### src/rtl/maxnet_pkg.sv
// Shared types and default sizing for the four-input MAXNET winner-take-all block.
package maxnet_pkg;

  localparam int N_IN          = 4;
  localparam int DEF_DATA_W    = 5;
  localparam int DEF_FRAC_W    = 8;
  localparam int DEF_EPS_SHIFT = 3;
  localparam int DEF_ACC_W     = DEF_DATA_W + DEF_FRAC_W;

  typedef enum logic [2:0] {
    IDLE,
    WAIT_LOW,
    LOAD,
    ITER,
    DONE
  } state_t;

endpackage

### src/rtl/maxnet_pe.sv
// One MAXNET neuron: applies lateral inhibition from the other three activations.
module maxnet_pe #(
  parameter int ACC_W     = 13,
  parameter int EPS_SHIFT = 3
) (
  input  logic [ACC_W-1:0] a,
  input  logic [ACC_W+1:0] sum,
  output logic [ACC_W-1:0] a_next,
  output logic             nonzero,
  output logic             changed
);

  localparam int SUM_W = ACC_W + 2;

  logic [SUM_W-1:0] others;
  logic [SUM_W-1:0] inh;

  // Inhibition is an eps-weighted sum of the other neurons; the neuron clamps at zero.
  always_comb begin
    others  = sum - SUM_W'(a);
    inh     = others >> EPS_SHIFT;
    a_next  = (SUM_W'(a) > inh) ? ACC_W'(SUM_W'(a) - inh) : '0;
    nonzero = (a_next != '0);
    changed = (a_next != a);
  end

endmodule

### src/rtl/maxnet.sv
// Four-input MAXNET: iterates lateral inhibition until one neuron survives or the
// network stalls, then reports the winner's original input value.
module maxnet
  import maxnet_pkg::*;
#(
  parameter int DATA_W    = DEF_DATA_W,
  parameter int FRAC_W    = DEF_FRAC_W,
  parameter int EPS_SHIFT = DEF_EPS_SHIFT
) (
  input  logic              clk,
  input  logic              rst,
  input  logic              start,
  input  logic [DATA_W-1:0] X1,
  input  logic [DATA_W-1:0] X2,
  input  logic [DATA_W-1:0] X3,
  input  logic [DATA_W-1:0] X4,
  output logic              done,
  output logic [DATA_W-1:0] result
);

  localparam int ACC_W = DATA_W + FRAC_W;
  localparam int SUM_W = ACC_W + 2;

  state_t state_q, state_d;

  logic [DATA_W-1:0] x      [N_IN];
  logic [DATA_W-1:0] orig   [N_IN];
  logic [ACC_W-1:0]  act    [N_IN];
  logic [ACC_W-1:0]  a_next [N_IN];
  logic [N_IN-1:0]   nonzero;
  logic [N_IN-1:0]   changed;
  logic [SUM_W-1:0]  sum;
  logic [2:0]        nz_cnt;
  logic              terminate;
  logic [DATA_W-1:0] win_val;

  assign x[0] = X1;
  assign x[1] = X2;
  assign x[2] = X3;
  assign x[3] = X4;

  always_comb begin
    sum = '0;
    for (int i = 0; i < N_IN; i++) sum = sum + SUM_W'(act[i]);
  end

  for (genvar g = 0; g < N_IN; g++) begin : g_pe
    maxnet_pe #(
      .ACC_W    (ACC_W),
      .EPS_SHIFT(EPS_SHIFT)
    ) u_pe (
      .a      (act[g]),
      .sum    (sum),
      .a_next (a_next[g]),
      .nonzero(nonzero[g]),
      .changed(changed[g])
    );
  end

  // Stop on a single survivor or when no activation moved (ties); lowest index wins.
  always_comb begin
    nz_cnt  = '0;
    win_val = '0;
    for (int i = 0; i < N_IN; i++) nz_cnt = nz_cnt + {2'b00, nonzero[i]};
    for (int i = N_IN - 1; i >= 0; i--) begin
      if (nonzero[i]) win_val = orig[i];
    end
    terminate = (nz_cnt <= 3'd1) || (changed == '0);
  end

  always_ff @(posedge clk or negedge rst) begin
    if (!rst) state_q <= IDLE;
    else      state_q <= state_d;
  end

  always_comb begin
    state_d = state_q;
    case (state_q)
      IDLE:     if (start)     state_d = WAIT_LOW;
      WAIT_LOW: if (!start)    state_d = LOAD;
      LOAD:                    state_d = ITER;
      ITER:     if (terminate) state_d = DONE;
      DONE:     if (start)     state_d = WAIT_LOW;
      default:                 state_d = IDLE;
    endcase
  end

  always_ff @(posedge clk or negedge rst) begin
    if (!rst) begin
      result <= '0;
      for (int i = 0; i < N_IN; i++) begin
        act[i]  <= '0;
        orig[i] <= '0;
      end
    end else begin
      case (state_q)
        LOAD: begin
          for (int i = 0; i < N_IN; i++) begin
            act[i]  <= {x[i], {FRAC_W{1'b0}}};
            orig[i] <= x[i];
          end
        end
        ITER: begin
          for (int i = 0; i < N_IN; i++) act[i] <= a_next[i];
          if (terminate) result <= win_val;
        end
        default: ;
      endcase
    end
  end

  assign done = (state_q == DONE);

endmodule

### config.mk
export PLATFORM = sky130hd
export DESIGN_NAME = maxnet
export DESIGN_NICKNAME = d
export VERILOG_FILES = /design/src/rtl/maxnet_pkg.sv /design/src/rtl/maxnet_pe.sv /design/src/rtl/maxnet.sv
export SDC_FILE = /design/constraint.sdc
export NUM_CORES = 1
export LEC_CHECK = 0
export CAP_MARGIN = 20
export CORE_MARGIN = 3
export CORE_UTILIZATION = 40
export DETAILED_ROUTE_END_ITERATION = 8
export DONT_BUFFER_PORTS = 1
export RECOVER_POWER = 25
export SYNTH_ARGS = -nofsm -noshare
export SYNTH_HDL_FRONTEND = slang
export SYNTH_SLANG_ARGS = --single-unit
### constraint.sdc
create_clock -name clk -period 16.9 [get_ports clk]
set_input_delay 3.38 -clock clk [delete_from_list [all_inputs] [get_ports clk]]
set_output_delay 3.38 -clock clk [all_outputs]
set_load 0.02 [all_outputs]
==> metrics.cfg, run 1 <==
[outcome]
outcome=complete, no violations

[clocking]
clockBufferDepth=2
htree_num_levels=3
cts_resized=0
numClockSinks=80
root_buffer=clkbuf_16
cts_setup_buffers=0
clk_pin_slew_ps=80
cts_tree=done
cts_hold_buf=0
cts_made_buffers=9
clk_latency_ps=360

[job]
drv_cap=0

[synth]
synthAdderAreaFrac_pct=19.50
synth_mux_area_share_pct=3.254
yosys-top-cells-area=dfrtp_1 19%, ha_1 13%, fa_1 6.0%
synth_cells=1278
synthTopCellsByCount=120 x inv_1, 111 x ha_1, 95 x nor2_1, 80 x dfrtp_1, 79 x nand2_1
yosysUniqueCellTypes=88
syn_area_per_cell_um2=8.063
synth_top_area_share_pct=19.43
synth-xor-area-share_pct=5.998
ys.flop_type=dfrtp_1
yosysWarnings=0
yosysSeqAreaShare_pct=19.43
synth-compound-area-share_pct=25.76
async_flop_share_pct=100.0
yosys.area.top_type=dfrtp_1
yosysMostFrequentCell=inv_1
ys_ff_latch=80
syn_nets=1443
synth_top_family_by_area=compound AO/OA/AOI/OAI gates
synthSimpleGateAreaFrac_pct=20.14
synth-edff-count=0
synth_area_um2=10300

[route]
post_drt_wl_per_cell_um=21.79
viasPerCell=6.178
vias=9848
ant_nets=0
drtIter0Drc=1038
route.detailed.drc=0
wl_mm=34.73
firstDrtPassIters=5

[final_layout]
final_nets=1424
fill_cells=2551
diodes=0
drive_above_1_share_pct=6.092
area_delta_synth_final_pct=6.010

[worst_setup_path]
regToRegEndpoint=result[4]
required_ps=17130
reg2reg_slack_ps=7560
rr_startpoint=act[27]
start_kind=flip-flop
criticalPathCategory=flip-flop to flip-flop
path_max_fanout=10
max_stage_delay_ps=650
rr_worst_depth=35
cp-end-kind=flip-flop
cp.arrival_ps=9570
cpMaxStageDelayCell=o41ai_2

[grt]
grt_max_degree=81
met3_usage_pct=4.510
antenna_found_initial=0
met1_usage_pct=35.70
grt_pass1_vias=9359
grt_remaining_overflow=0
use_met2_pct=37.75
gr-max-usage-layer=met2
grt_usage_pct=24.81
grt_first_pass_wirelength_mm=54.23

[hold_path]
whs_endpoint=orig[5]
min_from=orig[5]
hp-class=flip-flop to flip-flop
worstHoldPathCells=1

[timing]
period_needed_ps=9336
hold_viol=0
setup_viol=0
max_slew.worst_pin.slew_ps=995.0
fin_setup_tns_ps=0
fmax_ghz=0.1071
slew_violations=0
finalCritPeriodShare_pct=55.24
skew_ps=13.18
rsz0062_at_grt=no
relSlewSlack_pct=33.44

[floorplanning]
core_um2=25250
ioPinCount=29
dieArea_um2=27720
die_x_um=166.5
start_util_pct=40.80
die_h_um=166.5
core.rowCount=58

[placed_design]
finalWeightedCongestion=0.9288
dp_hpwl_mm=27.84
port_buffers=0

-- state kept, by name (all words and copies together) (netlist names) --
signal / flops
act: 52
result: 5
orig: 20
state_q: 3
-- area by class of cell --
| class | instances | area, µm² | area share [%] |
|---|---|---|---|
| tap | 330 | 412.9 | 3.780 |
| multi-input combinational | 1041 | 7699 | 70.47 |
| timing repair buffer | 7 | 50.05 | 0.4581 |
| clock inverter | 7 | 85.08 | 0.7788 |
| inverter | 120 | 450.4 | 4.123 |
| clock buffer | 9 | 225.2 | 2.062 |
| sequential | 80 | 2002 | 18.33 |
-- per-layer routing --
layer / wire [µm] / vias to the layer above
met2: 15180 / 373
met5: 0 / -
li1: - / 4681
met4: 1150 / 0
met3: 2673 / 56
met1: 15730 / 4738
-- cell families (layout without fill, tap and decap cells) --
logic type / after synthesis / count (layout)
AND/OR/NAND/NOR: 409 / 409
AO/OA/AOI/OAI: 390 / 390
buffers and inverters: 157 / 143
adder cells (fa/ha/maj): 142 / 142
flip-flops: 80 / 80
XOR/XNOR: 69 / 69
multiplexers: 31 / 31
-- worst max-delay path by stage --
stage	endpoint	slack, ps	cells past startpoint	startpoint
2_1_floorplan	result[0]	9240	35	act[1]
3_3_place_gp	result[4]	7890	35	act[27]
3_5_place_dp	result[4]	7840	35	act[1]
4_1_cts	result[4]	7770	35	act[27]
5_1_grt	result[1]	6860	34	act[1]
6_report	result[4]	7560	35	act[27]
-- cells in the final DEF, fill, tap and decap left out, types with 26 or more instances in the layout --
cell type and n:
a21o_1 26, a21oi_1 69, dfrtp_1 80, fa_1 31, ha_1 111, inv_1 120, nand2_1 79, nand3_1 30
nor2_1 94, nor3_1 61, o21a_1 27, o21ai_0 77, xnor2_1 41, xor2_1 27
-- metrics by stage --
step	hold slack (ps)	std cells	setup WS, ps	util [%]	area, µm²
6_report	511.6	1594	7564	43.26	10920
5_1_grt	529.0	1594	6860	43.26	10920
3_3_place_gp	490.7	1577	7891	42.01	10610
2_1_floorplan	454.4	1278	9238	-	10300
4_1_cts	513.5	1593	7765	43.24	10920
3_5_place_dp	496.5	1577	7835	42.01	10610
-- worst max-delay path: cells and delay by family (launching register included) --
family	cells	cell delay, ps
mux	1	380
flops	1	430
compound gates	15	3740
buf+inv	4	640
fa+ha+maj	6	2270
xor+xnor	1	480
simple gates	8	1270
Power of run 1 is not shown: default switching activity piles up to over one toggle a cycle in this logic, so the estimate is an artifact.
==> inputs of run 2 (changes only) <==
==> constraint.sdc (replaced) <==
create_clock -name clk -period 8.47 [get_ports clk]
set_input_delay 1.694 -clock clk [delete_from_list [all_inputs] [get_ports clk]]
set_output_delay 1.694 -clock clk [all_outputs]
set_load 0.02 [all_outputs]
==> run 2 against run 1 <==
Effect of this change:
- sequential cell count unchanged
- count of clock-buffer cells in the layout did not move
- via count grew 5.6%
- die area unchanged
- utilization rose by 4.4 points
- critical endpoint is now result[0]
==> metrics.cfg, run 2 (synthesis results as in run 1) <==
[floorplanning]
core_um2=25250
start_util_pct=40.80
die_h_um=166.5
ioPinCount=29
die_x_um=166.5
core.rowCount=58
dieArea_um2=27720

[placed_design]
finalWeightedCongestion=1.028
dp_hpwl_mm=29.70
port_buffers=0

[worst_setup_path]
start_kind=flip-flop
required_ps=8710
max_stage_delay_ps=570
critPathBufInv=5
cpMaxStageDelayCell=fa_1
cp.arrival_ps=8340
cp_top_family=compound AO/OA/AOI/OAI gates
cp-startpoint=act[28]
reg2reg_slack_ps=370
criticalPathCategory=flip-flop to flip-flop
path_max_fanout=5
cp-end-kind=flip-flop
rr_startpoint=act[28]

[grt]
grt_max_degree=81
grt_usage_pct=26.04
grt_first_pass_wirelength_mm=57.08
grt_pass1_vias=10040
grt_remaining_overflow=0
antenna_found_initial=0

[route]
drtIter0Drc=983
ant_nets=0
post_drt_wl_per_cell_um=21.84
firstDrtPassIters=6
viasPerCell=6.105
route.detailed.drc=0
wl_mm=37.19
vias=10400

[clocking]
clk_latency_ps=370
root_buffer=clkbuf_16
clockBufferDepth=2
clk_pin_slew_ps=80
cts_made_buffers=9
cts_tree=done
htree_num_levels=3
numClockSinks=80

[timing]
max_slew.worst_pin.slew_ps=1180
finalCritPeriodShare_pct=95.61
hold_viol=0
fmax_ghz=0.1235
relSlewSlack_pct=21.02
setup_viol=0
skew_ps=11.69
period_needed_ps=8098
slew_violations=0

[final_layout]
area_delta_synth_final_pct=16.70
utilization_pct=47.62
drive_above_1_share_pct=17.41
largest_reg_flops=52
final_nets=1533
final_common_cell=inv_1
diodes=0
reg.largest.list=act x52, orig x20, result x5
layout_common_cells=117 x inv_1, 116 x buf_4, 109 x ha_1, 93 x nor2_1, 80 x dfrtp_1
largest-register=act

[job]
drv_cap=0

[outcome]
outcome=complete, no violations

[hold_path]
hp-class=flip-flop to flip-flop
min_from=orig[0]

==> run 2: per-layer routing <==
layer / track usage, % / share of wire (%) / vias up / routed length, µm
li1: - / - / 4898 / -
met1: 35.52 / 44 / 5044 / 16320
met2: 42.74 / 47 / 388 / 17320
met3: 4.605 / 7.2 / 67 / 2669
met4: 7.102 / 2.4 / 0 / 876
met5: 0 / 0 / - / 0
==> run 2: layout make-up <==
class / count / area (µm²)
Timing Repair Buffer: 116 / 870.8
Sequential cell: 80 / 2002
Tap cell: 330 / 412.9
Clock buffer: 9 / 225.2
Fill cell: 2497 / 13230
Multi-Input combinational cell: 1041 / 8000
Inverter: 120 / 450.4
Clock inverter: 7 / 63.81
==> run 2: path summary, 6_finish.rpt <==
| kind | to | depth (start not counted) |
|---|---|---|
| worst max-delay path | result[0] | 37 |
| worst min register to register | orig[0] | 1 |
| min in group asynchronous | orig[17] | 0 |
| worst min-delay path | orig[0] | 1 |
| max in group asynchronous | act[15] | 0 |
| worst max register to register | result[0] | 37 |
==> run 2: through the flow <==
| step | area, µm² | hold WS [ps] | cells | setup WS [ps] | TNS, ps |
|---|---|---|---|---|---|
| 2_1_floorplan | 10300 | 454.4 | 1278 | 808.4 | 0 |
| 3_3_place_gp | 11340 | 493.0 | 1675 | -292.9 | -1787 |
| 3_5_place_dp | 11340 | 499.4 | 1675 | -199.0 | -1060 |
| 4_1_cts | 11640 | 516.8 | 1691 | 31.74 | 0 |
| 5_1_grt | 12030 | 536.6 | 1703 | -79.37 | -380.5 |
| 6_report | 12030 | 517.8 | 1703 | 372.3 | 0 |
==> run 2: what timing repair did <==
item                       CTS  global route
buffers inserted             0            12
pin swaps                    1            26
hold buffers                 0             0
resized for setup            3            67
setup endpoints to repair    7             8
Power of run 2 is left out for the same reason.
==> inputs of run 3 (changes only) <==
--- a/config.mk
+++ b/config.mk
@@ -7,7 +7,7 @@
 export LEC_CHECK = 0
 export CAP_MARGIN = 20
 export CORE_MARGIN = 3
-export CORE_UTILIZATION = 40
+export CORE_UTILIZATION = 45
 export DETAILED_ROUTE_END_ITERATION = 8
 export DONT_BUFFER_PORTS = 1
 export RECOVER_POWER = 25
==> run 3 against run 2 <==
Effect of this change:
- utilization increased by 6.4 points
- setup slack got worse by 0.68 ps
- hold slack got worse by 7.1 ps
- final cell count decreased by 3.1%
- maximum frequency about the same
- routed wire length decreased by 0.63%
==> metrics.cfg, run 3 (synthesis results as in run 1) <==
[route]
drtIter0Drc=919
vias=10370
post_drt_wl_per_cell_um=22.38
wl_mm=36.96
viasPerCell=6.279
firstDrtPassIters=5
route.detailed.drc=0
ant_nets=0

[grt]
grt_first_pass_wirelength_mm=57.08
grt_max_degree=81
grt_pass1_vias=9990
grt_remaining_overflow=0
grt_usage_pct=29.90
antenna_found_initial=0

[placed_design]
dp_hpwl_mm=29.78
dp_cells=1623
port_buffers=0
finalWeightedCongestion=1.060

[timing]
slew_violations=0
period_needed_ps=8098
hold_viol=0
hold_ws_ps=510.7
skew_ps=12.27
max_slew.worst_pin.slew_ps=785.6
finalCritPeriodShare_pct=95.61
fin_setup_tns_ps=0
relSlewSlack_pct=47.51
setup_viol=0
fmax_ghz=0.1235

[final_layout]
diodes=0
largest-register=act
reg.largest.list=act x52, orig x20, result x5
drive_above_1_share_pct=16.41
layout_common_cells=118 x inv_1, 112 x buf_4, 106 x ha_1, 93 x nor2_1
final_common_cell=inv_1
seqCellArea_um2=2003
final_nets=1531
fill_cells=2136
multiInputGateArea_um2=7973
largest_reg_flops=52
area_delta_synth_final_pct=16.23
layoutNonFillerInstCount=1651

[clocking]
cts_hold_buf=0
cts_made_buffers=9
root_buffer=clkbuf_16
clockBufferDepth=2
numClockSinks=80
clk_pin_slew_ps=80
clk_latency_ps=360
cts_tree=done
htree_num_levels=3

[worst_setup_path]
start_kind=flip-flop
cp-startpoint=act[30]
critPathCapture=result[3]
regToRegEndpoint=result[3]
rr_worst_depth=33
required_ps=8710
rr_startpoint=act[30]
criticalPathCategory=flip-flop to flip-flop
reg2reg_slack_ps=370
cp-end-kind=flip-flop
cp.arrival_ps=8340
cpMaxStageDelayCell=xnor2_1
max_stage_delay_ps=590
path_max_fanout=5

[floorplanning]
core.rowCount=54
ioPinCount=29
dieArea_um2=24750
die_x_um=157.3
start_util_pct=46.50
die_h_um=157.3
core_um2=22160

[job]
drv_cap=0

[outcome]
outcome=complete, no violations

[hold_path]
hp-class=flip-flop to flip-flop
worstHoldPathCells=1

==> run 3: worst min-delay path by stage <==
stage / to / slack (ps) / from
after floorplan: state_q[1] / 450 / state_q[2]
after global placement: orig[4] / 490 / orig[4]
after detailed placement: orig[2] / 500 / orig[2]
after CTS: orig[4] / 510 / orig[4]
after global routing: orig[5] / 530 / orig[5]
final: orig[2] / 510 / orig[2]
==> run 3: critical path: cells and delay by family, from the launching register on <==
family / cells / cell delay (ps)
AOI/OAI and AO/OA: 10 / 1850
DFF: 1 / 450
xor gates and xnor gates: 2 / 1050
buffers and inverters: 5 / 610
muxes: 1 / 330
adders and majority gates: 6 / 2520
and+or+nand+nor: 9 / 1170
==> run 3: stage by stage <==
step / setup slack [ps] / cell area (µm²) / util [%]
after detailed placement: -187.8 / 11270 / 50.84
after global routing: -91.93 / 11980 / 54.05
final: 371.6 / 11980 / 54.05
after CTS: 16.63 / 11610 / 52.40
after floorplan: 808.4 / 10300 / -
after global placement: -122.8 / 11270 / 50.84
==> run 3: area by class of cell <==
cell class              instances  area share [%]
clock buffers                   9           1.880
repair buffers                114           7.281
multi-input cells            1041           66.56
well taps                     280           2.925
inverters                     120           3.761
flip-flops and latches         80           16.72
clock inverters                 7          0.8670
==> run 3: layer usage <==
| metal | track usage (%) | part of all wire, % | up-vias |
|---|---|---|---|
| met1 | 41.33 | 44 | 5019 |
| met3 | 3.437 | 6.6 | 74 |
| met4 | 9.835 | 3.4 | 0 |
| met5 | 0 | 0 | - |
| li1 | - | - | 4905 |
| met2 | 48.92 | 46 | 368 |
==> run 3: timing repair <==
item	in CTS	in global routing
setup buffers	0	11
gates resized for setup	3	56
pin swaps	1	20
endpoints found under the setup margin	7	8
endpoints found under the hold margin	0	0
Power of run 3 is left out for the same reason.
